[src/rtl/dec38_pkg.sv]
// -----------------------------------------------------------------------------
// dec38_pkg
// Shared definitions for the buffered, timed 3-to-8 decoder (dec38_seq):
//   - display FSM state encodings (legacy-compatible localparam constants)
//   - active-low 7-segment patterns: blank and digits 0..7
//   - one-hot helper used by the LED output register
// Segment bit order is {a,b,c,d,e,f,g}; a 0 lights the segment.
// -----------------------------------------------------------------------------
package dec38_pkg;

  // Display FSM states.
  localparam logic [1:0] ST_IDLE = 2'd0;
  localparam logic [1:0] ST_SHOW = 2'd1;
  localparam logic [1:0] ST_GAP  = 2'd2;

  // All segments off.
  localparam logic [6:0] SEG_BLANK = 7'b1111111;

  // Digit patterns indexed by code; element 0 is the rightmost entry.
  localparam logic [7:0][6:0] SEG_DIGIT = {
    7'b0001111,   // 7
    7'b0100000,   // 6
    7'b0100100,   // 5
    7'b1001100,   // 4
    7'b0000110,   // 3
    7'b0010010,   // 2
    7'b1001111,   // 1
    7'b0000001    // 0
  };

  // 3-bit code to one-hot LED pattern.
  function automatic logic [7:0] onehot8(input logic [2:0] code);
    return 8'd1 << code;
  endfunction

endpackage : dec38_pkg

[src/rtl/dec38_fifo.sv]
// -----------------------------------------------------------------------------
// dec38_fifo
// Small synchronous FIFO holding 3-bit codes for dec38_seq.
// Parameters:
//   DEPTH  number of entries; power of 2, >= 2 (pointers wrap naturally)
// Ports:
//   clk    clock, all state on posedge
//   rst_n  asynchronous active-low reset (pointers and occupancy cleared)
//   push   write request; ignored while full
//   pop    read request; ignored while empty
//   din    code to write
//   head   code at the read pointer (valid when !empty)
//   full   occupancy == DEPTH
//   empty  occupancy == 0
//   count  occupancy 0..DEPTH
// A push is refused when full even if a pop happens in the same cycle, so
// full/in_ready depend only on registered state.
// -----------------------------------------------------------------------------
module dec38_fifo #(
  parameter int DEPTH = 4
) (
  input  logic                   clk,
  input  logic                   rst_n,
  input  logic                   push,
  input  logic                   pop,
  input  logic [2:0]             din,
  output logic [2:0]             head,
  output logic                   full,
  output logic                   empty,
  output logic [$clog2(DEPTH):0] count
);

  localparam int AW = $clog2(DEPTH);
  localparam int CW = AW + 1;

  logic [2:0]    mem [DEPTH];
  logic [AW-1:0] wr_ptr;
  logic [AW-1:0] rd_ptr;
  logic          do_push;
  logic          do_pop;

  assign full    = (count == CW'(DEPTH));
  assign empty   = (count == '0);
  assign do_push = push & ~full;
  assign do_pop  = pop & ~empty;
  assign head    = mem[rd_ptr];

  // NOTE: sequential state uses non-blocking assignments so every register
  // samples pre-edge values, independent of statement order.
  always_ff @(posedge clk or negedge rst_n) begin
    if (!rst_n) begin
      wr_ptr <= '0;
      rd_ptr <= '0;
      count  <= '0;
    end else begin
      if (do_push) wr_ptr <= wr_ptr + AW'(1);
      if (do_pop)  rd_ptr <= rd_ptr + AW'(1);
      case ({do_push, do_pop})
        2'b10:   count <= count + CW'(1);
        2'b01:   count <= count - CW'(1);
        default: count <= count;
      endcase
    end
  end

  // NOTE: the storage array is deliberately not reset; an entry is only ever
  // read after being written, and reset clears the pointers/occupancy that
  // decide what is readable, so stale contents are never observed.
  always_ff @(posedge clk) begin
    if (do_push) mem[wr_ptr] <= din;
  end

endmodule : dec38_fifo

[src/rtl/dec38_seq.sv]
// -----------------------------------------------------------------------------
// dec38_seq
// Buffered, timed 3-to-8 decoder. Codes arrive over a valid/ready handshake,
// are queued in dec38_fifo, and each is shown as a one-hot LED pattern for
// HOLD_CYCLES cycles followed by GAP_CYCLES blank cycles.
// Parameters:
//   DEPTH        FIFO entries; power of 2, >= 2
//   HOLD_CYCLES  cycles each code is shown; >= 1
//   GAP_CYCLES   blank cycles after each code; >= 0 (0 = back-to-back)
// Ports:
//   clk       clock, all state on posedge
//   rst_n     asynchronous active-low reset
//   en        1: display FSM runs; 0: FSM, timer and outputs frozen
//   in_valid  in_code valid this cycle
//   in_code   code to decode (0..7)
//   in_ready  FIFO not full; accept = in_valid & in_ready
//   out       registered one-hot pattern while showing, else 0
//   h         active-low 7-segment digit of the shown code
//   busy      FSM not idle or FIFO non-empty
//   count     FIFO occupancy 0..DEPTH
// Build option:
//   DEC38_SEG_EN  when defined, h is a register tracking out (digit while
//                 showing, blank otherwise); when undefined, h is tied blank
//                 and no segment logic exists.
// Timing: out/h are registered from the current state, so they trail the
// FSM by one cycle: a pop at edge t+1 shows its code from edge t+2.
// -----------------------------------------------------------------------------
module dec38_seq #(
  parameter int DEPTH       = 4,
  parameter int HOLD_CYCLES = 8,
  parameter int GAP_CYCLES  = 2
) (
  input  logic                   clk,
  input  logic                   rst_n,
  input  logic                   en,
  input  logic                   in_valid,
  input  logic [2:0]             in_code,
  output logic                   in_ready,
  output logic [7:0]             out,
  output logic [6:0]             h,
  output logic                   busy,
  output logic [$clog2(DEPTH):0] count
);

  import dec38_pkg::*;

  // Timer must hold the larger of the two reload values.
  localparam int TMAX = (HOLD_CYCLES > GAP_CYCLES) ? HOLD_CYCLES : GAP_CYCLES;
  localparam int TW   = (TMAX < 2) ? 1 : $clog2(TMAX);

  localparam logic [TW-1:0] HOLD_LOAD = TW'(HOLD_CYCLES - 1);
  localparam logic [TW-1:0] GAP_LOAD  = (GAP_CYCLES > 0) ? TW'(GAP_CYCLES - 1) : '0;

  logic [1:0]    state;
  logic [1:0]    state_nxt;
  logic [TW-1:0] timer;
  logic [TW-1:0] timer_nxt;
  logic [2:0]    cur_code;
  logic [2:0]    cur_nxt;
  logic          pop;
  logic [2:0]    head;
  logic          full;
  logic          empty;

  // ---------------------------------------------------------------------------
  // Code queue. Accepts regardless of en; the FIFO itself refuses when full.
  // ---------------------------------------------------------------------------
  dec38_fifo #(
    .DEPTH (DEPTH)
  ) u_fifo (
    .clk   (clk),
    .rst_n (rst_n),
    .push  (in_valid),
    .pop   (pop),
    .din   (in_code),
    .head  (head),
    .full  (full),
    .empty (empty),
    .count (count)
  );

  assign in_ready = ~full;
  assign busy     = (state != ST_IDLE) | ~empty;

  // ---------------------------------------------------------------------------
  // Display FSM next-state. Nothing advances (and nothing pops) while en=0.
  // ---------------------------------------------------------------------------
  // NOTE: every signal written here gets a default first, so no path leaves
  // one unassigned and no latch is inferred.
  always_comb begin
    state_nxt = state;
    timer_nxt = timer;
    cur_nxt   = cur_code;
    pop       = 1'b0;
    if (en) begin
      case (state)
        ST_IDLE: begin
          if (!empty) begin
            pop       = 1'b1;
            cur_nxt   = head;
            timer_nxt = HOLD_LOAD;
            state_nxt = ST_SHOW;
          end
        end
        ST_SHOW: begin
          if (timer != '0) begin
            timer_nxt = timer - TW'(1);
          end else if (GAP_CYCLES > 0) begin
            timer_nxt = GAP_LOAD;
            state_nxt = ST_GAP;
          end else if (!empty) begin
            // Back-to-back mode: reload with the next code, no blank cycle.
            pop       = 1'b1;
            cur_nxt   = head;
            timer_nxt = HOLD_LOAD;
          end else begin
            state_nxt = ST_IDLE;
          end
        end
        ST_GAP: begin
          if (timer != '0) begin
            timer_nxt = timer - TW'(1);
          end else if (!empty) begin
            pop       = 1'b1;
            cur_nxt   = head;
            timer_nxt = HOLD_LOAD;
            state_nxt = ST_SHOW;
          end else begin
            state_nxt = ST_IDLE;
          end
        end
        default: begin
          state_nxt = ST_IDLE;
          timer_nxt = '0;
        end
      endcase
    end
  end

  // ---------------------------------------------------------------------------
  // FSM state and LED register. out is decoded from the pre-edge state and
  // code, which is what keeps it one-hot or zero at all times.
  // ---------------------------------------------------------------------------
  always_ff @(posedge clk or negedge rst_n) begin
    if (!rst_n) begin
      state    <= ST_IDLE;
      timer    <= '0;
      cur_code <= '0;
      out      <= 8'h00;
    end else if (en) begin
      state    <= state_nxt;
      timer    <= timer_nxt;
      cur_code <= cur_nxt;
      out      <= (state == ST_SHOW) ? onehot8(cur_code) : 8'h00;
    end
  end

  // ---------------------------------------------------------------------------
  // Optional 7-segment register, aligned cycle-for-cycle with out.
  // ---------------------------------------------------------------------------
`ifdef DEC38_SEG_EN
  always_ff @(posedge clk or negedge rst_n) begin
    if (!rst_n) begin
      h <= SEG_BLANK;
    end else if (en) begin
      h <= (state == ST_SHOW) ? SEG_DIGIT[cur_code] : SEG_BLANK;
    end
  end
`else
  assign h = SEG_BLANK;
`endif

endmodule : dec38_seq

[config.mk]
export PLATFORM = sky130hd
export DESIGN_NAME = dec38_seq
export DESIGN_NICKNAME = d
export VERILOG_FILES = /design/src/rtl/dec38_pkg.sv /design/src/rtl/dec38_fifo.sv /design/src/rtl/dec38_seq.sv
export SDC_FILE = /design/constraint.sdc
export NUM_CORES = 1
export LEC_CHECK = 0
export ABC_AREA = 1
export CORE_MARGIN = 10
export CORE_UTILIZATION = 48
export DETAILED_ROUTE_END_ITERATION = 12
export GPL_TIMING_DRIVEN = 0
export PLACE_DENSITY = 0.8
export SLEW_MARGIN = 20
export SYNTH_ARGS = -nofsm -noshare
export SYNTH_HDL_FRONTEND = slang
export SYNTH_HIERARCHICAL = 1
export SYNTH_SLANG_ARGS = --single-unit
[constraint.sdc]
create_clock -name clk -period 2.2 [get_ports clk]
set_input_delay 0.44 -clock clk [delete_from_list [all_inputs] [get_ports clk]]
set_output_delay 0.44 -clock clk [all_outputs]
set_load 0.03 [all_outputs]
==> impl_metrics.ini <==
[critical_path]
r2r-start = state[1]
cp-start-kind = flip-flop
r2r-end = u_fifo/count[2]
critPathMaxFanout = 5
required_ns = 2.38
ff2ff_path_depth = 16
critPathKind = reg -> reg
arrival_ns = 2.27
end_kind = flip-flop
startpoint = state[1]
reg2reg_slack_ns = 0.11

[grt]
grt_use_total_pct = 10.5
grt.overflow.total = 0
grt_pass1_vias = 1262
grt_max_degree = 24
grt_antenna_before_repair = 0
grt_pass1_wl_um = 5410

[placement]
placed_area_mm2 = 0.00210
dp_cells = 280
gp_congestion = 0.847
dpl.hpwl_um = 2520
pre_cts_ws_ns = -0.397
io_buffers = 19

[sta]
fin_crit_sh_pct = 95.2
setup_slack_ns = 0.106
setup_viol = 0
worst_pin_slew_ns = 0.505
fin_skew_ns = 0.0128
slew_violations = 0
fin_setup_tns_ns = 0
hold_violations = 0
period_needed_ns = 2.09
slew_headroom_pct = 66.3
max_freq_ghz = 0.478

[final_layout]
drive_gt1_share_pct = 23.9
areaGrowthSynthToFinish_pct = 28.4
seq_area_um2 = 942
fin_util_pct = 63.9
nets = 265
post_layout_nonfiller_instances = 299
design_area_mm2 = 0.00234
nFillCells = 304
multiInputGateArea_um2 = 752
antenna_cells = 0

[cts]
cts_max_path_buffers = 2
cts.htree.levels = 2
cts_sinks = 35
cts_buffers = 5
cts-root-buf = clkbuf_8
hold_buffers = 0
clock_latency_ns = 0.29
clk_pin_slew_ns = 0.07
cts_tree = built

[logic_synthesis]
synth_async_sr_flop_share_pct = 65.7
yosys.area.top_type_share_pct = 31.6
syn_area_mm2 = 0.00182
synth_top_cell_by_area = dfrtp_1
synth_flop_cell = dfrtp_1
synth_edf_count = 12
yosys-top-cells-count = nand2_1, inv_1, dfrtp_1
synthMostInstantiatedCell = nand2_1
seq_area_frac_synth_pct = 51.4
synth.avg_cell_area_um2 = 8.80
netlist_instances = 207
ys_ff_latch = 35
yosysWarningCount = 6
yosysUniqueCellTypes = 29
synthTopCellsByArea = dfrtp_1, edfxtp_1, nand2_1, inv_1, ha_1

[detailed_routing]
drc_errors = 0
via_per_inst = 4.63
vias = 1384
wl_per_cell_um = 11.5
wirelength_um = 3440
drtIter0Drc = 60
dr.pass1.iters = 4
ant_nets = 0

[floorplan]
die_h_um = 81.6
dieArea_mm2 = 0.00666
coreArea_mm2 = 0.00366
initial_core_util_pct = 49.8
die_width_um = 81.6
ioPinCount = 27
row_count = 22

[pwr]
cell_internal_pwr_mw = 1.82
p_per_area_mw_per_mm2 = 1340
power_frac_comb_pct = 49.9
p_sw_share_pct = 41.8
p_switching_mw = 1.31
ir_drop_uv = 804
seq_power_share_pct = 34.1
leakage_nw = 1.13
power.clock.fraction_pct = 16.0

[hold_path]
hold_path_class = in -> async

[run_status]
status = finished clean

[flow_run]
cap_violations = 0
## metal layers
metal / GRT usage, % / share of wire [%] / vias up
met5: 0 / 0 / -
met4: 4.08 / 0.96 / 0
met3: 5.24 / 7.3 / 4
met2: 18.2 / 52 / 30
met1: 10.6 / 40 / 628
li1: - / - / 722
## worst max-delay path, stage by stage (launching register included)
cell     delay (ns)
dfrtp_2        0.44
nor2_4         0.19
nor2_4         0.07
nand2_4        0.07
nand2_2        0.06
inv_4          0.08
nand2_4        0.07
inv_4          0.06
nand2_2        0.05
inv_2          0.05
ha_2           0.17
inv_2          0.05
fa_2           0.36
nand2_2        0.07
nand3_1        0.08
nand2_1        0.06
nand2_1        0.04
## per-stage QoR
| stage | total power, mW | hold slack, ns |
|---|---|---|
| after global routing | 3.38 | 0.140 |
| after floorplan | 2.02 | 0.144 |
| after CTS | 2.91 | 0.490 |
| after global placement | 2.33 | 0.470 |
| final | 3.13 | 0.106 |
| after detailed placement | 2.38 | 0.477 |
## power by group through the flow
stage | sequential (mW) | combinational (mW) | clock (mW)
6_report | 1.07 | 1.56 | 0.501
5_1_grt | 1.09 | 1.74 | 0.548
4_1_cts | 1.06 | 1.34 | 0.515
3_5_place_dp | 1.07 | 1.31 | 0
3_3_place_gp | 1.06 | 1.27 | 0
2_1_floorplan | 1.13 | 0.886 | 0
## cell usage in the layout (no fill, tap or decap), drive strengths merged
cell           instances
inv                   37
dfrtp                 23
clkdlybuf4s50         16
nand3b                 1
conb                   7
fa                     1
a21oi                  3
nand3                 15
ha                     7
nand4                  2
or2                    1
dlymetal6s2s           1
o211ai                 7
clkinv                 1
nor2                  11
o21ai                 13
buf                   21
clkbuf                 8
nand2                 62
edfxtp                12
xnor2                  1
dlygate4sd2            1
## flip-flops by register name, indices dropped and copies added (netlist names)
name           count
u_fifo/rd_ptr      2
cur_code           3
out                8
timer              3
u_fifo/wr_ptr      2
state              2
u_fifo/count       3
u_fifo/mem        12
## timing repair
action                                  CTS  global route
endpoints found under the setup margin    3             3
gates resized for setup                   6            21
gates cloned                              0             0
setup buffers                             1            10
pin swaps                                 0             5
## layout make-up
type                    instances  share of cell area (%)
inverters                      38                    6.31
repair buffers                 30                    11.5
flip-flops and latches         35                    40.3
well taps                      48                    2.57
multi-input cells             131                    32.1
clock buffers                   8                    4.28
plain buffers                   9                    2.94
## cells by family after synthesis
group | Yosys count | synth area share (%)
xor gates and xnor gates | 1 | 0.481
other | 1 | 0.206
AOI/OAI and AO/OA | 23 | 7.49
adders and majority gates | 8 | 5.91
DFF | 35 | 51.4
and+or+nand+nor | 92 | 22.8
buffers and inverters | 47 | 11.7
## worst max-delay path by stage
| stage | endpoint | slack [ns] | cells after the start |
|---|---|---|---|
| floorplan | u_fifo/count[2] | 0.04 | 15 |
| global placement | u_fifo/count[2] | -0.35 | 14 |
| detailed placement | u_fifo/count[2] | -0.40 | 14 |
| CTS | u_fifo/count[2] | -0.09 | 17 |
| global route | u_fifo/count[2] | -0.003 | 16 |
| finish | u_fifo/count[2] | 0.11 | 16 |
(Power assumes the default switching activity.)
